File: src/rtl/alu_ctrl_pkg.sv
// ============================================================================
// Module  : alu_ctrl_pkg
// Brief   : Shared encodings for the multi-cycle ALU controller: ALU op codes,
//           R-type func codes, mult/div and HI/LO selects, sequencer states.
// Rev     : 1.0  initial release
// ============================================================================
`default_nettype none

package alu_ctrl_pkg;

    // ALU operation codes (4-bit core, zero-extended to OP_W at the port)
    localparam logic [3:0] c_alu_and  = 4'b0000;
    localparam logic [3:0] c_alu_or   = 4'b0001;
    localparam logic [3:0] c_alu_add  = 4'b0010;
    localparam logic [3:0] c_alu_xor  = 4'b0011;
    localparam logic [3:0] c_alu_nor  = 4'b0100;
    localparam logic [3:0] c_alu_sltu = 4'b0101;
    localparam logic [3:0] c_alu_sub  = 4'b0110;
    localparam logic [3:0] c_alu_slt  = 4'b0111;
    localparam logic [3:0] c_alu_sll  = 4'b1000;
    localparam logic [3:0] c_alu_srl  = 4'b1001;
    localparam logic [3:0] c_alu_sra  = 4'b1010;

    // Main-control alu_op field
    localparam logic [1:0] c_aluop_add   = 2'b00;
    localparam logic [1:0] c_aluop_sub   = 2'b01;
    localparam logic [1:0] c_aluop_rtype = 2'b10;
    localparam logic [1:0] c_aluop_and   = 2'b11;

    // R-type func field
    localparam logic [5:0] c_fn_add   = 6'b100000;
    localparam logic [5:0] c_fn_addu  = 6'b100001;
    localparam logic [5:0] c_fn_sub   = 6'b100010;
    localparam logic [5:0] c_fn_subu  = 6'b100011;
    localparam logic [5:0] c_fn_and   = 6'b100100;
    localparam logic [5:0] c_fn_or    = 6'b100101;
    localparam logic [5:0] c_fn_xor   = 6'b100110;
    localparam logic [5:0] c_fn_nor   = 6'b100111;
    localparam logic [5:0] c_fn_slt   = 6'b101010;
    localparam logic [5:0] c_fn_sltu  = 6'b101011;
    localparam logic [5:0] c_fn_sll   = 6'b000000;
    localparam logic [5:0] c_fn_srl   = 6'b000010;
    localparam logic [5:0] c_fn_sra   = 6'b000011;
    localparam logic [5:0] c_fn_mfhi  = 6'b010000;
    localparam logic [5:0] c_fn_mflo  = 6'b010010;
    localparam logic [5:0] c_fn_mult  = 6'b011000;
    localparam logic [5:0] c_fn_multu = 6'b011001;
    localparam logic [5:0] c_fn_div   = 6'b011010;
    localparam logic [5:0] c_fn_divu  = 6'b011011;

    // Mult/div datapath operation
    localparam logic [1:0] c_md_mult  = 2'b00;
    localparam logic [1:0] c_md_multu = 2'b01;
    localparam logic [1:0] c_md_div   = 2'b10;
    localparam logic [1:0] c_md_divu  = 2'b11;

    // Result source select
    localparam logic [1:0] c_hilo_alu = 2'b00;
    localparam logic [1:0] c_hilo_hi  = 2'b01;
    localparam logic [1:0] c_hilo_lo  = 2'b10;

    typedef enum logic [0:0] {
        S_IDLE = 1'b0,
        S_BUSY = 1'b1
    } md_state_t;

endpackage

`default_nettype wire

File: src/rtl/alu_ctrl_mc_md_seq.sv
// ============================================================================
// Module  : md_seq
// Brief   : Mult/div sequencer: start pulse, counted stall window, done pulse,
//           with flush abort.
// Rev     : 1.0  initial release
// ============================================================================
`default_nettype none

module md_seq
    import alu_ctrl_pkg::*;
#(
    parameter int MD_CYCLES = 32
) (
    input  logic       clk,
    input  logic       rst,
    input  logic       start,
    input  logic       flush,
    input  logic [1:0] op,
    output logic       md_start,
    output logic [1:0] md_op,
    output logic       stall,
    output logic       md_done
);

    localparam int CNT_W = (MD_CYCLES > 2) ? $clog2(MD_CYCLES) : 1;

    md_state_t        r_state;
    logic [CNT_W-1:0] r_count;

    always_ff @(posedge clk or posedge rst) begin
        if (rst) begin
            r_state  <= S_IDLE;
            r_count  <= '0;
            md_start <= 1'b0;
            md_op    <= 2'b00;
            stall    <= 1'b0;
            md_done  <= 1'b0;
        end else begin
            md_start <= 1'b0;
            md_done  <= 1'b0;
            case (r_state)
                S_IDLE: begin
                    // start arrives already qualified by issue and !flush
                    if (start) begin
                        r_state  <= S_BUSY;
                        r_count  <= CNT_W'(MD_CYCLES - 1);
                        md_start <= 1'b1;
                        md_op    <= op;
                        stall    <= 1'b1;
                    end else begin
                        stall    <= 1'b0;
                    end
                end
                S_BUSY: begin
                    if (flush) begin
                        r_state <= S_IDLE;
                        r_count <= '0;
                        stall   <= 1'b0;
                    end else if (r_count == '0) begin
                        r_state <= S_IDLE;
                        stall   <= 1'b0;
                        md_done <= 1'b1;
                    end else begin
                        r_count <= r_count - 1'b1;
                        stall   <= 1'b1;
                    end
                end
                default: begin
                    r_state <= S_IDLE;
                    r_count <= '0;
                    stall   <= 1'b0;
                end
            endcase
        end
    end

endmodule

`default_nettype wire

File: src/rtl/alu_ctrl_mc.sv
// ============================================================================
// Module  : alu_ctrl_mc
// Brief   : EX-stage ALU controller: registered alu_op/func decode plus
//           mult/div sequencing and HI/LO read select.
// Rev     : 1.0  initial release
// ============================================================================
`default_nettype none

module alu_ctrl_mc
    import alu_ctrl_pkg::*;
#(
    parameter int OP_W      = 4,
    parameter int FUNC_W    = 6,
    parameter int MD_CYCLES = 32
) (
    input  logic              clk,
    input  logic              rst,
    input  logic              issue,
    input  logic              flush,
    input  logic [1:0]        alu_op,
    input  logic [FUNC_W-1:0] func,
    output logic [OP_W-1:0]   alu_operation,
    output logic              md_start,
    output logic [1:0]        md_op,
    output logic              stall,
    output logic              md_done,
    output logic [1:0]        hilo_sel,
    output logic              illegal
);

    logic [3:0] w_code;
    logic [1:0] w_hilo;
    logic       w_illegal;
    logic       w_is_md;
    logic [1:0] w_md_op;
    logic       w_accept;

    always_comb begin
        w_code    = c_alu_add;
        w_hilo    = c_hilo_alu;
        w_illegal = 1'b0;
        w_is_md   = 1'b0;
        w_md_op   = c_md_mult;
        case (alu_op)
            c_aluop_add: w_code = c_alu_add;
            c_aluop_sub: w_code = c_alu_sub;
            c_aluop_and: w_code = c_alu_and;
            c_aluop_rtype: begin
                case (func)
                    c_fn_add, c_fn_addu: w_code = c_alu_add;
                    c_fn_sub, c_fn_subu: w_code = c_alu_sub;
                    c_fn_and:            w_code = c_alu_and;
                    c_fn_or:             w_code = c_alu_or;
                    c_fn_xor:            w_code = c_alu_xor;
                    c_fn_nor:            w_code = c_alu_nor;
                    c_fn_slt:            w_code = c_alu_slt;
                    c_fn_sltu:           w_code = c_alu_sltu;
                    c_fn_sll:            w_code = c_alu_sll;
                    c_fn_srl:            w_code = c_alu_srl;
                    c_fn_sra:            w_code = c_alu_sra;
                    c_fn_mfhi:           w_hilo = c_hilo_hi;
                    c_fn_mflo:           w_hilo = c_hilo_lo;
                    c_fn_mult:  begin w_is_md = 1'b1; w_md_op = c_md_mult;  end
                    c_fn_multu: begin w_is_md = 1'b1; w_md_op = c_md_multu; end
                    c_fn_div:   begin w_is_md = 1'b1; w_md_op = c_md_div;   end
                    c_fn_divu:  begin w_is_md = 1'b1; w_md_op = c_md_divu;  end
                    default:             w_illegal = 1'b1;
                endcase
            end
            default: w_code = c_alu_add;
        endcase
    end

    // stall mirrors the sequencer's BUSY state, so issues under stall are dropped
    assign w_accept = issue && !flush && !stall;

    always_ff @(posedge clk or posedge rst) begin
        if (rst) begin
            alu_operation <= '0;
            hilo_sel      <= 2'b00;
            illegal       <= 1'b0;
        end else begin
            hilo_sel <= c_hilo_alu;
            illegal  <= 1'b0;
            if (w_accept) begin
                alu_operation <= OP_W'(w_code);
                hilo_sel      <= w_hilo;
                illegal       <= w_illegal;
            end
        end
    end

    md_seq #(
        .MD_CYCLES (MD_CYCLES)
    ) u_md_seq (
        .clk      (clk),
        .rst      (rst),
        .start    (w_accept && w_is_md),
        .flush    (flush),
        .op       (w_md_op),
        .md_start (md_start),
        .md_op    (md_op),
        .stall    (stall),
        .md_done  (md_done)
    );

endmodule

`default_nettype wire

File: config.mk
export PLATFORM = sky130hd
export DESIGN_NAME = alu_ctrl_mc
export DESIGN_NICKNAME = d
export VERILOG_FILES = /design/src/rtl/alu_ctrl_pkg.sv /design/src/rtl/alu_ctrl_mc_md_seq.sv /design/src/rtl/alu_ctrl_mc.sv
export SDC_FILE = /design/constraint.sdc
export NUM_CORES = 1
export LEC_CHECK = 0
export ABC_AREA = 1
export CORE_MARGIN = 2
export CORE_UTILIZATION = 52
export DETAILED_ROUTE_END_ITERATION = 16
export GPL_TIMING_DRIVEN = 1
export HOLD_SLACK_MARGIN = 0.12
export PLACE_DENSITY = 0.8
export SYNTH_ARGS = -nofsm -noshare
export SYNTH_HDL_FRONTEND = slang
export SYNTH_SLANG_ARGS = --single-unit
File: constraint.sdc
create_clock -name clk -period 3.72 [get_ports clk]
set_input_delay 0.372 -clock clk [delete_from_list [all_inputs] [get_ports clk]]
set_output_delay 0.372 -clock clk [all_outputs]
set_load 0.03 [all_outputs]
==> qor.yml, run 1 <==
floorplanning:
  die_y_um: 47.7
  die_x_um: 47.7
  dieArea_um2: 2280
  ios: 24
  fp.coreArea_um2: 1760
  fp-row-count: 15
  start_util: 0.563
power_and_ir_drop:
  vdd_drop_max_uv: 290
  p_leak_nw: 0.609
  power_density_nw_per_um2: 353
  power_mw: 0.454
clock_network:
  cts_tree: "yes"
  root_buffer: "clkbuf_4"
  clockBufferDepth: 2
  cts.clk_slew.worst_paths_ns: 0.10
  postCtsSetupBuffers: 0
  numCtsBuffers: 3
  cts.htree.levels: 1
  clk_latency_ns: 0.29
  clock-sinks: 17
  cts_resized: 0
  cts_hold_buf: 0
drt:
  drtAntennaViolNets: 0
  drt-initial-drc-count: 19
  firstDrtPassIters: 4
  post-route-drc-count: 0
  wl_per_cell_um: 11.0
  routed_wl_um: 1970
  via_per_inst: 4.99
  vias: 898
grt:
  grt_usage: 0.202
  grt-ovfl-total: 0
  grt_pass1_wl_um: 3190
  grt_pass1_vias: 787
  grt_antenna_before_repair: 0
  grt_max_degree: 18
logic_synthesis:
  syn_avg_cell_area_um2: 7.76
  ys_ff_latch: 17
  synth_mux_area_frac: 0
  synth_xor_area_frac: 0.0176
  synth_compound_area_frac: 0.130
  yosys.area_share.simple: 0.309
  yosysSeqAreaShare: 0.428
  synthCells: 128
  synth_area_um2: 993
  synthAdderAreaFrac: 0.0252
  yosys_warnings: 0
  syn_nets: 142
  synth.distinct_cells: 26
  synth_top_family_by_area: "simple AND/OR/NAND/NOR gates"
place:
  gp_congestion: 0.926
  hpwlAfterDp_um: 1640
  placed_cell_area_um2: 1250
  portBuffers: 23
timing:
  hold_violations: 0
  min_period_over_period: 0.481
  slew_violations: 0
  rsz0062_at_grt: "false"
  finalSetupTns_ns: 0
  skew_ns: 0.00605
  setup_viol: 0
  tightest_slew_ns: 0.625
  max_freq_mhz: 559
  maxSlewHeadroom: 0.583
  final.min_clock_period_ns: 1.79
outcome:
  status: "finished clean"
critical_path:
  path_class: "reg2out"
  slowest_delay_ns: 0.70
  worstPathArrival_ns: 1.42
  regToRegSetupSlack_ns: 2.24
  crit_start: "u_md_seq.stall"
  timing.rr.end: "u_md_seq.r_count[4]"
  required_ns: 3.35
  crit_cells: 1
  crit_chain: "clkdlybuf4s50_1"
  r2r_cells: 9
  timing.rr.start: "u_md_seq.r_count[1]"
  cp_max_fo: 3
  startpoint_type: "flop"
  end_kind: "primary output"
  path_buf_inv: 1
  crit_family: "buffers and inverters"
  slowest_stage: "clkdlybuf4s50_1"
min_path:
  min-delay-path-class: "in2async"
finish:
  antenna_cells: 0
  layout.nets: 170
  nFillCells: 150
  layout-drive-gt1-share: 0.155
  design_area_um2: 1280
  area_growth_pct: 29.3
  post-route-util: 0.728
flow_run:
  drv_cap: 0
where the power goes:
| part | switching [mW] | internal [mW] |
|---|---|---|
| clock | 0.0568 | 0.0409 |
| combinational | 0.0753 | 0.0566 |
| sequential | 0.0173 | 0.207 |
area by class of cell:
class | instances | area [um^2] | area share
multi-input cells | 87 | 478 | 0.372
clock inverters | 1 | 7.51 | 0.00584
clock buffers | 3 | 22.5 | 0.0175
well taps | 25 | 31.3 | 0.0243
flip-flops and latches | 17 | 425 | 0.331
inverters | 24 | 90.1 | 0.0701
repair buffers | 23 | 230 | 0.179
layer usage:
metal / wire length (um) / GRT usage / vias up
li1: - / - / 458
met1: 887 / 0.249 / 400
met2: 933 / 0.333 / 36
met3: 118 / 0.0453 / 4
met4: 31 / 0.0973 / 0
met5: 0 / 0 / -
layout by cell type (no fill, tap or decap), types with 2 or more instances in the layout:
| cell | synthesis | layout |
|---|---|---|
| nand2_1 | 27 | 27 |
| a21oi_2 | 4 | 4 |
| ha_1 | 2 | 2 |
| inv_1 | 19 | 19 |
| nor2_2 | 4 | 4 |
| a21oi_1 | 2 | 2 |
| nor2_1 | 17 | 17 |
| clkbuf_4 | 0 | 3 |
| nor3_1 | 2 | 2 |
| nor2_4 | 2 | 2 |
| dfrtp_1 | 17 | 17 |
| o22ai_1 | 3 | 3 |
| clkdlybuf4s50_1 | 0 | 23 |
| nand3_1 | 3 | 3 |
| nand2_4 | 2 | 2 |
| inv_2 | 5 | 5 |
| nand4_1 | 2 | 2 |
| o21ai_0 | 7 | 7 |
flip-flops by register name, summed over array words and instances (netlist names):
register and cells:
u_md_seq.md_done 1, u_md_seq.md_op 2, u_md_seq.r_count 5, illegal 1
u_md_seq.md_start 1, alu_operation 4, hilo_sel 2, u_md_seq.stall 1
synth_stat cells:
library cell	n	area (um^2)
nand4_1	2	12.5
a31oi_1	1	6.26
a21oi_1	2	10.0
nor2_1	17	63.8
o21ai_0	7	35.0
nand2_2	1	6.26
xor2_1	1	8.76
o22a_1	1	8.76
nand3_1	3	15.0
nor2_4	2	22.5
o22ai_1	3	18.8
nor3b_1	1	7.51
a21oi_2	4	35.0
o21bai_1	1	7.51
nand3_2	1	10.0
o31ai_1	1	7.51
nor2_2	4	25.0
inv_1	19	71.3
nor3_1	2	10.0
dfrtp_1	17	425
nand2_1	27	101
inv_2	5	18.8
ha_1	2	25.0
xnor2_1	1	8.76
nand2_4	2	22.5
nor3_2	1	10.0
worst max path at each step:
| stage | to |
|---|---|
| 2_1_floorplan | u_md_seq.r_count[4] |
| 3_3_place_gp | alu_operation[1] |
| 3_5_place_dp | u_md_seq.r_count[1] |
| 4_1_cts | stall |
| 5_1_grt | stall |
| 6_report | stall |
stage by stage:
step	worst slack, ns	hold slack (ns)	cells
floorplan	2.38	0.298	128
global placement	1.91	0.482	176
finish	1.93	0.451	180
detailed placement	1.90	0.474	176
global route	1.86	0.509	180
CTS	1.91	0.469	180
kinds of logic (layout without fill, tap and decap cells):
kind of cell | count (synthesis) | after routing
flops | 17 | 17
xor+xnor | 2 | 2
simple gates | 63 | 63
buf+inv | 24 | 51
fa+ha+maj | 2 | 2
compound gates | 20 | 20
Note: power is estimated with default switching activity, not from simulation.
==> inputs of run 2 (changes only) <==
- CORE_UTILIZATION: 52 -> 43
- PLACE_DENSITY: 0.8 -> 0.71
- clock period: 3.72 -> 1.59 ns (I/O delays scaled with it)
==> run 2 against run 1 <==
  * Die area rose by 19%
  * Sequential cell count did not move
  * Final cell count rose by 3.9%
  * Critical path type unchanged
  * Highest routed layer unchanged
==> qor.yml, run 2 (synthesis results as in run 1) <==
floorplanning:
  start_util: 0.453
  fp.coreArea_um2: 2190
  die_x_um: 52.1
  die_y_um: 52.1
  ios: 24
  dieArea_um2: 2710
  fp-row-count: 17
drt:
  routed_wl_um: 2090
  drt-initial-drc-count: 22
  via_per_inst: 4.89
  met2_length_um: 1060
  wl_met1_um: 901
  drtAntennaViolNets: 0
  vias: 915
  wl_met3_um: 68
  post-route-drc-count: 0
  dr.max_layer_used: "met4"
  wl_per_cell_um: 11.2
  firstDrtPassIters: 4
finish:
  area_growth_pct: 32.6
  layout-drive-gt1-share: 0.176
  multi_input_area_um2: 478
  nFillCells: 199
  layout_commonest_cell: "nand2_1"
  antenna_cells: 0
  reg.largest.list: "u_md_seq.r_count x5, alu_operation x4"
  register_area_um2: 425
  largest_reg_flops: 5
  final_cell_mix: "nand2_1 (27), clkdlybuf4s50_1 (22), inv_1 (18)"
  layout.nets: 174
  design_area_um2: 1320
  top_register: "u_md_seq.r_count"
clock_network:
  clk_latency_ns: 0.28
  cts.htree.levels: 1
  postCtsSetupBuffers: 0
  clockBufferDepth: 2
  cts_hold_buf: 0
  clock-sinks: 17
  cts.clk_slew.worst_paths_ns: 0.09
  root_buffer: "clkbuf_4"
  cts_tree: "yes"
  numCtsBuffers: 3
grt:
  grt_usage: 0.175
  grt_antenna_before_repair: 0
  grt_pass1_vias: 868
  grt-ovfl-total: 0
  grt_max_degree: 18
  grt_pass1_wl_um: 3500
critical_path:
  setup.worst_path.end: "alu_operation[1]"
  path_class: "reg2out"
  slowest_stage: "clkdlybuf4s50_1"
  timing.rr.end: "u_md_seq.r_count[4]"
  crit_cells: 1
  cp_max_fo: 2
  end_kind: "primary output"
  slowest_delay_ns: 0.67
  r2r_cells: 9
  crit_family: "buffers and inverters"
  crit_chain: "clkdlybuf4s50_1"
  worstPathArrival_ns: 1.31
  crit_start: "alu_operation[1]"
  startpoint_type: "flop"
  regToRegSetupSlack_ns: 0.19
  timing.rr.start: "u_md_seq.r_count[1]"
  required_ns: 1.43
  path_buf_inv: 1
timing:
  setup_viol: 0
  max_freq_mhz: 680
  slew_violations: 0
  finalSetupTns_ns: 0
  skew_ns: 0.00290
  final.min_clock_period_ns: 1.47
  min_period_over_period: 0.924
  tightest_slew_ns: 0.326
  hold_violations: 0
  rsz0062_at_grt: "false"
  maxSlewHeadroom: 0.781
place:
  gp_congestion: 0.890
  placed_cell_area_um2: 1290
  hpwlAfterDp_um: 1710
  portBuffers: 23
power_and_ir_drop:
  p_leak_nw: 0.646
  power_density_nw_per_um2: 816
  vdd_drop_max_uv: 440
flow_run:
  drv_cap: 0
min_path:
  min-delay-path-class: "in2async"
outcome:
  status: "finished clean"
run 2: changes by cell type in the layout (fill, tap and decap cells not counted), sizes merged:
cell	before	now
buf	0	4
clkinvlp	1	0
clkdlybuf4s50	23	22
dlymetal6s2s	0	1
clkbuf	3	4
run 2: worst reg2reg max path: stages (launching register included):
cell and delay (ns):
dfrtp_1 0.38, inv_2 0.10, ha_1 0.15, nand2_1 0.06
nor2_1 0.12, nand2_1 0.11, nand2_4 0.11, nand2_4 0.06
o22ai_1 0.14, inv_1 0.06
run 2: power breakdown:
part / internal [mW] / leakage, nW / switching [mW]
logic: 0.148 / 0.415 / 0.179
clock network: 0.0974 / 0.0150 / 0.126
registers: 0.485 / 0.216 / 0.0386
run 2: layer usage:
metal  vias to the layer above  track usage
met5                         -            0
met4                         0        0.127
met3                         6       0.0115
met2                        27        0.291
met1                       417        0.213
li1                        465            -
run 2: area by class of cell:
cell class / count / area share
tap: 28 / 0.0266
timing repair buffer: 27 / 0.199
multi-input combinational: 87 / 0.363
clock buffer: 4 / 0.0199
sequential: 17 / 0.323
inverter: 24 / 0.0684
run 2: worst min path at each step:
| stage | endpoint | slack [ns] | cells past startpoint |
|---|---|---|---|
| detailed placement | alu_operation[0] | 0.47 | 2 |
| CTS | u_md_seq.r_count[0] | 0.18 | 3 |
| global placement | u_md_seq.md_op[1] | 0.47 | 2 |
| floorplan | alu_operation[0] | 0.09 | 1 |
| global route | u_md_seq.r_count[0] | 0.19 | 3 |
| finish | u_md_seq.r_count[0] | 0.17 | 3 |
run 2: through the flow:
step | util | setup slack (ns) | power [mW] | hold slack [ns] | cells
4_1_cts | 0.600 | 0.0191 | 1.09 | 0.175 | 187
6_report | 0.601 | 0.120 | 1.07 | 0.171 | 187
3_3_place_gp | 0.588 | 0.00315 | 0.848 | 0.470 | 183
5_1_grt | 0.601 | 0.0101 | 1.15 | 0.187 | 187
3_5_place_dp | 0.588 | -0.0529 | 0.860 | 0.473 | 183
2_1_floorplan | - | 0.248 | 0.738 | 0.0851 | 128
run 2: what timing repair did:
| action | CTS | global route |
|---|---|---|
| endpoints found under the setup margin | 0 | 3 |
| gates resized for setup | 0 | 2 |
| hold endpoints to repair | 0 | 0 |
==> inputs of run 3 (changes only) <==
- CORE_MARGIN: 2 -> default
==> run 3 against run 2 <==
  * Hold slack improved by 0.0063 ns
  * Clock power down 2%
  * Sequential power hardly changed
  * Critical endpoint is now md_op[0]
  * Largest power group unchanged
==> qor.yml, run 3 (synthesis results as in run 1) <==
outcome:
  status: "finished clean"
grt:
  grt_usage: 0.184
  grt_pass1_vias: 860
  grt_max_degree: 18
  grt_antenna_before_repair: 0
  grt_pass1_wl_um: 3480
  grt-ovfl-total: 0
finish:
  area_growth_pct: 32.6
  final_cell_mix: "nand2_1 (27), clkdlybuf4s50_1 (22), inv_1 (18)"
  layout_commonest_cell: "nand2_1"
  antenna_cells: 0
  largest_reg_flops: 5
  top_register: "u_md_seq.r_count"
  nFillCells: 205
  reg.largest.list: "u_md_seq.r_count x5, alu_operation x4"
  layout.nets: 174
  layout-drive-gt1-share: 0.176
timing:
  final.min_clock_period_ns: 1.49
  max_freq_mhz: 670
  skew_ns: 0.00529
  tightest_slew_ns: 0.314
  hold_violations: 0
  finalSetupTns_ns: 0
  worst_slack_ns: 0.0967
  min_period_over_period: 0.939
  maxSlewHeadroom: 0.790
  rsz0062_at_grt: "false"
  setup_viol: 0
  slew_violations: 0
flow_run:
  drv_cap: 0
drt:
  via_per_inst: 5.10
  vias: 954
  wl_per_cell_um: 11.0
  firstDrtPassIters: 4
  post-route-drc-count: 0
  drt-initial-drc-count: 22
  routed_wl_um: 2050
  drtAntennaViolNets: 0
critical_path:
  path_class: "reg2out"
  startpoint_type: "flop"
  slowest_stage: "clkdlybuf4s50_1"
  cp_max_fo: 2
  path_buf_inv: 1
  end_kind: "primary output"
  crit_chain: "clkdlybuf4s50_1"
  required_ns: 1.43
  worstPathArrival_ns: 1.33
  crit_family: "buffers and inverters"
  slowest_delay_ns: 0.67
power_and_ir_drop:
  power_density_nw_per_um2: 815
  p_leak_nw: 0.646
  vdd_drop_max_uv: 557
clock_network:
  cts_tree: "yes"
  numCtsBuffers: 3
  clockBufferDepth: 2
  clock-sinks: 17
  clk_latency_ns: 0.28
  root_buffer: "clkbuf_4"
  cts.htree.levels: 1
  postCtsSetupBuffers: 0
  cts.clk_slew.worst_paths_ns: 0.09
place:
  hpwlAfterDp_um: 1700
  pre_cts_ws_ns: -0.0169
  portBuffers: 23
  gp_congestion: 0.858
floorplanning:
  ios: 24
  start_util: 0.453
  fp-row-count: 17
  fp.coreArea_um2: 2190
  dieArea_um2: 2510
  die_y_um: 50.1
  die_x_um: 50.1
min_path:
  min-delay-path-class: "in2async"
## run 3: cell counts in the layout (fill, tap and decap cells not counted)
No cell type changed its count.
## run 3: path summary, 6_finish.rpt
check                      slack, ns  cells past startpoint             endpoint                start
hold reg to reg                 0.50                      2    u_md_seq.md_op[1]    u_md_seq.md_op[1]
setup / recovery                 0.1                      1             md_op[0]    u_md_seq.md_op[0]
setup reg to reg                0.18                      9  u_md_seq.r_count[4]  u_md_seq.r_count[1]
max in group asynchronous       1.22                      3    u_md_seq.md_op[1]                  rst
hold / removal                  0.18                      3    u_md_seq.md_op[0]                  rst
min in group clk                0.50                      2    u_md_seq.md_op[1]    u_md_seq.md_op[1]
## run 3: stage by stage
stage	power [mW]	hold WS (ns)	util	instances	cell area [um^2]
floorplan	0.738	0.0851	-	128	993
global placement	0.848	0.469	0.588	183	1290
detailed placement	0.862	0.479	0.588	183	1290
CTS	1.08	0.178	0.600	187	1320
global route	1.14	0.214	0.601	187	1320
finish	1.07	0.177	0.601	187	1320
## run 3: power breakdown
part | switching (mW) | internal [mW] | total, mW
registers | 0.0395 | 0.485 | 0.525
clock network | 0.122 | 0.0973 | 0.219
logic | 0.182 | 0.148 | 0.330
## run 3: cell type report
| cell class | instances | area, um^2 | area share |
|---|---|---|---|
| sequential | 17 | 425 | 0.323 |
| tap | 28 | 35.0 | 0.0266 |
| inverter | 24 | 90.1 | 0.0684 |
| clock buffer | 4 | 26.3 | 0.0199 |
| multi-input combinational | 87 | 478 | 0.363 |
| timing repair buffer | 27 | 263 | 0.199 |
## run 3: routing by layer
| layer | vias to the layer above | share of wire | global-route usage | wire (um) |
|---|---|---|---|---|
| met2 | 24 | 0.53 | 0.347 | 1100 |
| met5 | - | 0 | 0 | 0 |
| li1 | 468 | - | - | - |
| met1 | 458 | 0.42 | 0.207 | 852 |
| met4 | 0 | 0.015 | 0.0714 | 31 |
| met3 | 4 | 0.035 | 0.0185 | 71 |
## run 3: repair_timing
item                                    CTS  global route
hold buffers                              0             0
gates resized for setup                   0             2
endpoints found under the setup margin    0             2
